$ cat src/rtl/seq_alu_pkg.sv
// seq_alu_pkg: opcodes and FSM state type shared by the sequential ALU.
package seq_alu_pkg;

    localparam logic [2:0] OP_ADD = 3'd0;
    localparam logic [2:0] OP_SUB = 3'd1;
    localparam logic [2:0] OP_MUL = 3'd2;
    localparam logic [2:0] OP_DIV = 3'd3;
    localparam logic [2:0] OP_MOD = 3'd4;

    typedef enum logic [1:0] {
        ST_IDLE   = 2'd0,
        ST_EXEC   = 2'd1,
        ST_DIVIDE = 2'd2
    } state_t;

endpackage

$ cat src/rtl/seq_alu_divider.sv
// seq_alu_divider: W-cycle restoring divider (one quotient bit per edge).
// The first iteration runs on the load edge itself, so fin is high in the
// cycle after the W-th iteration and the owner can latch quot/rem then.
module seq_alu_divider #(
    parameter int W = 3
) (
    input  logic         clk,
    input  logic         rst,
    input  logic         load,
    input  logic [W-1:0] dividend,
    input  logic [W-1:0] divisor,
    output logic         busy,
    output logic         fin,
    output logic [W-1:0] quot,
    output logic [W-1:0] rem
);

    localparam logic [W-1:0] CNT_INIT = W'(W - 1);
    localparam logic [W-1:0] CNT_LAST = W'(1);

    logic [W-1:0] rem_q, rem_d;
    logic [W-1:0] quot_q, quot_d;
    logic [W-1:0] dvs_q, dvs_d;
    logic [W-1:0] cnt_q;
    logic         busy_q, fin_q;

    logic [W-1:0] rem_src, quot_src;
    logic [W:0]   trial;

    // One restoring step; on load the step is fed straight from the inputs.
    always_comb begin
        rem_src  = load ? '0 : rem_q;
        quot_src = load ? dividend : quot_q;
        dvs_d    = load ? divisor : dvs_q;
        trial    = {rem_src, quot_src[W-1]};
        if (trial >= {1'b0, dvs_d}) begin
            rem_d  = trial[W-1:0] - dvs_d;
            quot_d = {quot_src[W-2:0], 1'b1};
        end else begin
            rem_d  = trial[W-1:0];
            quot_d = {quot_src[W-2:0], 1'b0};
        end
    end

    // Iteration state: counter runs W-1 down to 0 after the load step.
    always_ff @(posedge clk) begin
        if (rst) begin
            rem_q  <= '0;
            quot_q <= '0;
            dvs_q  <= '0;
            cnt_q  <= '0;
            busy_q <= 1'b0;
            fin_q  <= 1'b0;
        end else begin
            fin_q <= 1'b0;
            if (load) begin
                rem_q  <= rem_d;
                quot_q <= quot_d;
                dvs_q  <= dvs_d;
                cnt_q  <= CNT_INIT;
                busy_q <= 1'b1;
            end else if (busy_q) begin
                rem_q  <= rem_d;
                quot_q <= quot_d;
                cnt_q  <= cnt_q - 1'b1;
                if (cnt_q == CNT_LAST) begin
                    busy_q <= 1'b0;
                    fin_q  <= 1'b1;
                end
            end
        end
    end

    assign busy = busy_q;
    assign fin  = fin_q;
    assign quot = quot_q;
    assign rem  = rem_q;

endmodule

$ cat src/rtl/seq_alu_unit.sv
// seq_alu_unit: clocked ADD/SUB/MUL/DIV/MOD on W-bit unsigned operands,
// start/done handshake, 2*W-bit result.
// Option macro SEQ_ALU_SUB_SAT_EN: SUB saturates at 0 instead of wrapping.
module seq_alu_unit
    import seq_alu_pkg::*;
#(
    parameter int W = 3
) (
    input  logic             clk,
    input  logic             rst,
    input  logic             start,
    input  logic [2:0]       op,
    input  logic [W-1:0]     a,
    input  logic [W-1:0]     b,
    output logic             ready,
    output logic             done,
    output logic [2*W-1:0]   result,
    output logic             div_zero
);

    localparam int RES_W = 2 * W;

    state_t           state_q;
    logic [W-1:0]     a_q, b_q;
    logic [2:0]       op_q;
    logic             ready_q, done_q, div_zero_q;
    logic [RES_W-1:0] result_q;

    logic             is_div_op, div_load;
    logic             div_busy, div_fin;
    logic [W-1:0]     div_quot, div_rem;

    logic [W:0]       sum_w;
    logic [W-1:0]     diff_w;
    logic [RES_W-1:0] prod_w;
    logic [RES_W-1:0] exec_res, div_res;
    logic             exec_dz;

    assign is_div_op = (op == OP_DIV) || (op == OP_MOD);
    assign div_load  = start && ready_q && is_div_op && (b != '0) && !div_busy;

    seq_alu_divider #(.W(W)) u_div (
        .clk      (clk),
        .rst      (rst),
        .load     (div_load),
        .dividend (a),
        .divisor  (b),
        .busy     (div_busy),
        .fin      (div_fin),
        .quot     (div_quot),
        .rem      (div_rem)
    );

    // Single-cycle ops from captured operands; DIV/MOD only reach EXEC with b==0.
    always_comb begin
        sum_w    = {1'b0, a_q} + {1'b0, b_q};
        diff_w   = a_q - b_q;
        prod_w   = {{W{1'b0}}, a_q} * {{W{1'b0}}, b_q};
        exec_res = '0;
        exec_dz  = 1'b0;
        case (op_q)
            OP_ADD: exec_res[W:0] = sum_w;
`ifdef SEQ_ALU_SUB_SAT_EN
            OP_SUB: exec_res[W-1:0] = (b_q > a_q) ? '0 : diff_w;
`else
            OP_SUB: exec_res[W-1:0] = diff_w;
`endif
            OP_MUL: exec_res = prod_w;
            OP_DIV: begin
                exec_res[W-1:0] = '1;
                exec_dz         = 1'b1;
            end
            OP_MOD: begin
                exec_res[W-1:0] = a_q;
                exec_dz         = 1'b1;
            end
            default: ;
        endcase
    end

    // Divider output select, zero-extended to the result width.
    always_comb begin
        div_res          = '0;
        div_res[W-1:0]   = (op_q == OP_DIV) ? div_quot : div_rem;
    end

    // Control FSM with registered handshake and result outputs.
    always_ff @(posedge clk) begin
        if (rst) begin
            state_q    <= ST_IDLE;
            ready_q    <= 1'b1;
            done_q     <= 1'b0;
            result_q   <= '0;
            div_zero_q <= 1'b0;
            a_q        <= '0;
            b_q        <= '0;
            op_q       <= '0;
        end else begin
            done_q <= 1'b0;
            case (state_q)
                ST_IDLE: begin
                    if (start) begin
                        a_q     <= a;
                        b_q     <= b;
                        op_q    <= op;
                        ready_q <= 1'b0;
                        state_q <= (is_div_op && (b != '0)) ? ST_DIVIDE : ST_EXEC;
                    end
                end
                ST_EXEC: begin
                    result_q   <= exec_res;
                    div_zero_q <= exec_dz;
                    done_q     <= 1'b1;
                    ready_q    <= 1'b1;
                    state_q    <= ST_IDLE;
                end
                ST_DIVIDE: begin
                    if (div_fin) begin
                        result_q   <= div_res;
                        div_zero_q <= 1'b0;
                        done_q     <= 1'b1;
                        ready_q    <= 1'b1;
                        state_q    <= ST_IDLE;
                    end
                end
                default: begin
                    ready_q <= 1'b1;
                    state_q <= ST_IDLE;
                end
            endcase
        end
    end

    assign ready    = ready_q;
    assign done     = done_q;
    assign result   = result_q;
    assign div_zero = div_zero_q;

endmodule

$ cat config.mk
export PLATFORM = sky130hd
export DESIGN_NAME = seq_alu_unit
export DESIGN_NICKNAME = d
export VERILOG_FILES = /design/src/rtl/seq_alu_pkg.sv /design/src/rtl/seq_alu_divider.sv /design/src/rtl/seq_alu_unit.sv
export SDC_FILE = /design/constraint.sdc
export NUM_CORES = 1
export LEC_CHECK = 0
export ABC_AREA = 0
export CORE_UTILIZATION = 40
export CTS_BUF_LIST = sky130_fd_sc_hd__clkbuf_4
export CTS_CLUSTER_SIZE = 40
export DETAILED_ROUTE_END_ITERATION = 7
export DONT_BUFFER_PORTS = 1
export PLACE_DENSITY = 0.59
export SKIP_CTS_REPAIR_TIMING = 1
export SLEW_MARGIN = 10
export SYNTH_ARGS = -nofsm -noshare
export SYNTH_HDL_FRONTEND = slang
export SYNTH_SLANG_ARGS = --single-unit
$ cat constraint.sdc
create_clock -name clk -period 8.4 [get_ports clk]
set_input_delay 2.1 -clock clk [delete_from_list [all_inputs] [get_ports clk]]
set_output_delay 2.1 -clock clk [all_outputs]
set_load 0.02 [all_outputs]
# Word level (Yosys, flattened, before mapping)
# Index checks and enable logic that the tools add are counted.
[word_totals]
ff_bits = 34
latch_bits = 0
ramBits = 0
mem_bits_ro = 0
in_bits = 12
output_inout_bits = 9
wordCells = 84
n_memories = 0
[op_classes]
n_addsub = 4
n_mul = 1
div = 0
magnitude_cmp = 1
eq_ne = 11
shifts = 0
mux = 33
n_bitwise = 1
n_reduce_logical = 18
[ops]
columns = ["operator", "n"]
rows = [
  ["$mux W3", 9],
  ["$pmux W3 S5", 1],
  ["$mux W2", 6],
  ["$pmux W6 S2", 1],
  ["$mux W1", 10],
  ["$eq A3 B2 Y1 const B", 3],
  ["$pmux W1 S2", 4],
  ["$eq A3 B1 Y1 const B", 2],
  ["$eq A3 B3 Y1 const B", 2],
  ["$mul A3 B3 Y6", 1],
  ["$mux W6", 1],
  ["$reduce_and A2 Y1", 3],
  ["$sub A3 B3 Y3", 2],
  ["$logic_and A1 B1 Y1", 5],
  ["$add A3 B3 Y4", 1],
  ["$ge A4 B3 Y1", 1],
  ["$pmux W2 S2", 1],
  ["$reduce_bool A2 Y1", 2],
  ["$reduce_or A2 Y1", 2],
  ["$logic_not A3 Y1", 1],
  ["$reduce_bool A3 Y1", 1],
  ["$reduce_or A3 Y1", 1],
  ["$sub A3 B1 Y3 const B", 1],
  ["$eq A2 B1 Y1 const B", 1],
  ["7 further kinds", 7],
]

# Depth between registers and ports, before layout
[depth]
word_depth = 10
depth_mapped = 11
ltp_nobuf = 10

# By module
# A second synthesis with hierarchy kept.
[unflattened]
cells_unflattened = 233
hier_area_um2 = 2083.2
[by_module_without_submodules]
columns = ["module", "n_inst", "cells_per_inst", "area_each_um2"]
rows = [
  ["seq_alu_unit", 1, 156, 1351.3],
  ["seq_alu_divider", 1, 77, 732.0],
]

# Worst setup path before layout
# OpenSTA, ideal clock, no wires.
[synth_path]
path_type = "in2reg"
startpoint = "in op[0]"
endpoint = "reg u_div.rem_q[0], in the netlist u_div.rem[0]"
setup_ns = 0.139
t_arrival_ns = 4.698
required_ns = 8.261
slack_ns = 3.563
stages = 10
path_buffers = 0
cell_sequence = "or3b_4 > a211o_1 > nor2_1 > mux2i_1 > ha_1 > fa_1 > nor2b_1 > or3_1 > a2111oi_0 > o32ai_2"
[synth_via]
elab_chain_cells = 10
[synth_lines]
columns = ["item", "line", "text"]
rows = [
  ["from (decl)", "seq_alu_unit.sv:12", "input logic [2:0] op,"],
  ["$eq A3 B2 Y1 / $eq A3 B3 Y1 (equally long branches)", "seq_alu_unit.sv:39", "assign is_div_op = (op == OP_DIV) || (op == OP_MOD);"],
  ["$logic_or A1 B1 Y1 (*)", "seq_alu_unit.sv:39", ""],
  ["$logic_and A1 B1 Y1 (*) (3 in series)", "seq_alu_unit.sv:40", "assign div_load = start && ready_q && is_div_op && (b != '0) && !div_busy;"],
  ["$mux W3 (on tied branches)", "seq_alu_divider.sv:33, seq_alu_divider.sv:32, seq_alu_divider.sv:34", ""],
  ["$ge A4 B3 Y1 / $sub A3 B3 Y3 (equally long branches)", "seq_alu_divider.sv:36, seq_alu_divider.sv:37", ""],
  ["$mux W3", "seq_alu_divider.sv:36", "if (trial >= {1'b0, dvs_d}) begin"],
  ["$mux W3", "seq_alu_divider.sv:62", "end else if (busy_q) begin"],
  ["$mux W3", "seq_alu_divider.sv:56", "if (load) begin"],
  ["to (signal assigned)", "seq_alu_divider.sv:57", "rem_q <= rem_d;"],
  ["to (signal assigned)", "seq_alu_divider.sv:63", "rem_q <= rem_d;"],
  ["to (decl)", "seq_alu_divider.sv:21", "logic [W-1:0] rem_q, rem_d;"],
]
# Every way passes the cells marked *; elsewhere a longest branch is shown, timed or not. The select of a mux whose other input is x is not followed.
# A chain may end at the register's enable or synchronous reset.

# Final worst setup path
# Ends and elaborated chain as after synthesis.

==> flow_summary.ini <==
[status]
status = finished clean

[critical_path]
worstRegToRegCells = 8
startpoint_type = input port
cp.arrival_ns = 5.04
crit_fanout = 13
rr_startpoint = u_div.busy
cp-end-kind = flop
required_ns = 8.60
rrSetupSlack_ns = 5.14
rr_endpoint = u_div.rem[0]
criticalPathCategory = in -> reg

[clock_tree]
clock_latency_ns = 0.33
numClockSinks = 34
cts_buffers = 5
path_clk_slew_ns = 0.10
htreeDepth = 2
cts_root_buf = clkbuf_4
cts_tree = done
cts_buffer_depth = 2

[pwr]
p_sw_uw = 102
cellInternalPower_uw = 228
power_frac_seq = 0.562
p_leak_nw = 0.840
vdd_drop_max_mv = 0.0913
pwr-share-clk = 0.250
power_frac_comb = 0.189
netSwitchingFraction = 0.309
p_per_area_nw_per_um2 = 149

[sta]
skew_ns = 0.00563
timing.setup.tns_ns = 0
period_share = 0.576
setup_viol = 0
worst_pin_slew_ns = 0.781
max_freq_mhz = 207
slew_headroom = 0.479
rsz0062_at_grt = false
layout_min_cycle_time_ns = 4.84
hold_violations = 0
slew_viol_final = 0

[global_route]
grt_pass1_vias = 1680
grt_overflow = 0
grt_pass1_wl_um = 7880
groute.usage.overall = 0.184
antenna_found_initial = 0
grt_max_degree = 34

[logic_synthesis]
synthesis.instances = 251
ys_seq_area_frac = 0.322
syn_avg_cell_area_um2 = 8.43
synth.distinct_cells = 49
ys_ff_latch = 34
async_flop_share = 0
syn_nets = 286
netlist.area_leader.share = 0.322
synth-edff-count = 0
synth_top_area_cell = dfxtp_1
netlist_area_um2 = 2120
yosys_warnings = 0
ys_dominant_reg_cell = dfxtp_1
synth.area.top_cells = dfxtp_1 (32%), ha_1 (11%), nand2_1 (6.2%)

[drt]
drc = 0
viasPerCell = 5.42
wire_per_inst_um = 14.4
ant_nets = 0
wirelength_um = 4590
vias = 1723
drt_pass1_iterations = 4
drtIter0Drc = 76

[worst_hold_path]
min_to = u_div.dvs_q[2]
min_from = u_div.dvs_q[2]
whs_path_depth = 2
min_path_type = reg -> reg

[die]
die_area_um2 = 5590
io_pins = 21
fp.dieW_um = 74.8
core_um2 = 5110
initial_core_util = 0.415
std_cell_rows = 26
die_h_um = 74.8

[place]
hpwl_um = 3440
gp_congestion = 0.797
port_buffers = 0

[final_layout]
diodes = 0
nets = 282
multi_input_area_um2 = 1330
final_core_util = 0.433
syn2layout_area_growth_pct = 4.37
drive_gt1_frac = 0.0444
n_fill_cell = 539
register_area_um2 = 681

[flow_run]
drv_cap = 0
-- power by group through the flow --
stage	registers, mW	logic (mW)	clock network (mW)
6_report	0.185	0.0623	0.0823
5_1_grt	0.187	0.0713	0.0936
4_1_cts	0.185	0.0626	0.0874
3_5_place_dp	0.189	0.0620	0
3_3_place_gp	0.189	0.0612	0
2_1_floorplan	0.183	0.0557	0
-- placed cells by master, fill, tap and decap left out, types with 3 or more instances in the layout --
| cell | n |
|---|---|
| a21oi_1 | 22 |
| mux2i_1 | 6 |
| nand3_1 | 9 |
| clkbuf_4 | 5 |
| ha_1 | 18 |
| nand2_1 | 35 |
| nor3_1 | 9 |
| nor2_1 | 9 |
| and2_1 | 9 |
| o21ai_0 | 6 |
| fa_1 | 5 |
| clkinv_1 | 4 |
| nor2b_1 | 5 |
| a311oi_1 | 4 |
| xnor2_1 | 3 |
| a221oi_1 | 3 |
| inv_1 | 17 |
| dfxtp_1 | 34 |
| a221o_1 | 3 |
| o21ai_1 | 4 |
| nand2b_1 | 6 |
-- worst max-delay path by stage --
stage                              end  slack, ns  start
after floorplan           u_div.rem[0]       3.56  op[0]
after global placement    u_div.rem[0]       3.27  op[0]
after detailed placement  u_div.rem[0]       3.18  op[0]
after CTS                 u_div.rem[0]       3.56  op[0]
after global routing      u_div.rem[0]       3.38  op[0]
final                     u_div.rem[0]       3.56  op[0]
-- cell usage after synthesis (2+ instances only) --
master and number:
ha_1 18, nand2b_1 6, nor2_1 9, a221o_1 3, a211o_1 2, a221oi_1 3, fa_1 5, nand3b_1 2
a31oi_1 2, a21oi_1 22, dfxtp_1 34, and2_1 9, xor2_1 2, a311oi_1 4, mux2i_1 6, o31ai_1 2
nand2_1 35, nor3_1 9, inv_1 17, o21ai_0 6, o21ai_1 4, xnor2_1 3, clkbuf_1 8, a32oi_1 2
nand3_1 9, buf_2 2, nor2b_1 5
-- layer usage --
metal | wire length [µm] | vias up | GRT usage
met2 | 1980 | 32 | 0.277
met1 | 2320 | 812 | 0.260
li1 | - | 879 | -
met5 | 0 | - | 0
met4 | 0 | 0 | 0.0314
met3 | 286 | 0 | 0.0589
-- sequential cells by signal, indices dropped and copies added, names as in the netlist, 3 cells and up --
register / count
b_q: 3
u_div.dvs_q: 3
a_q: 3
u_div.quot: 3
result: 6
op_q: 3
u_div.cnt_q: 3
u_div.rem: 3
-- area by class of cell --
class | instances | share of cell area
tap | 70 | 0.0396
clock inverter | 3 | 0.00510
clock buffer | 5 | 0.0170
multi-input combinational | 188 | 0.600
inverter | 18 | 0.0306
sequential | 34 | 0.308
-- through the flow --
| stage | worst slack, ns | hold slack, ns | instances | power, mW | cell area (µm²) |
|---|---|---|---|---|---|
| after detailed placement | 3.18 | 0.486 | 310 | 0.251 | 2160 |
| after global placement | 3.27 | 0.478 | 310 | 0.250 | 2160 |
| after floorplan | 3.56 | 0.461 | 251 | 0.238 | 2120 |
| after global routing | 3.38 | 0.512 | 318 | 0.352 | 2210 |
| after CTS | 3.56 | 0.490 | 318 | 0.335 | 2210 |
| final | 3.56 | 0.494 | 318 | 0.330 | 2210 |
-- worst max-delay path: stages --
cell,delay (ns)
or3b_4,0.40
a211o_1,0.49
nor2_1,0.31
mux2i_1,0.23
ha_1,0.17
fa_1,0.23
nor2b_1,0.08
or3_1,0.39
a2111oi_0,0.47
o32ai_2,0.16
-- kinds of logic after synthesis --
kind of cell    count (synthesis)  synth area share
compound gates                 60             0.196
xor+xnor                        5            0.0207
fa+ha+maj                      23             0.154
buf+inv                        29            0.0526
flops                          34             0.322
mux                             7            0.0337
simple gates                   93             0.222
Power figures use the tool's default switching activity.
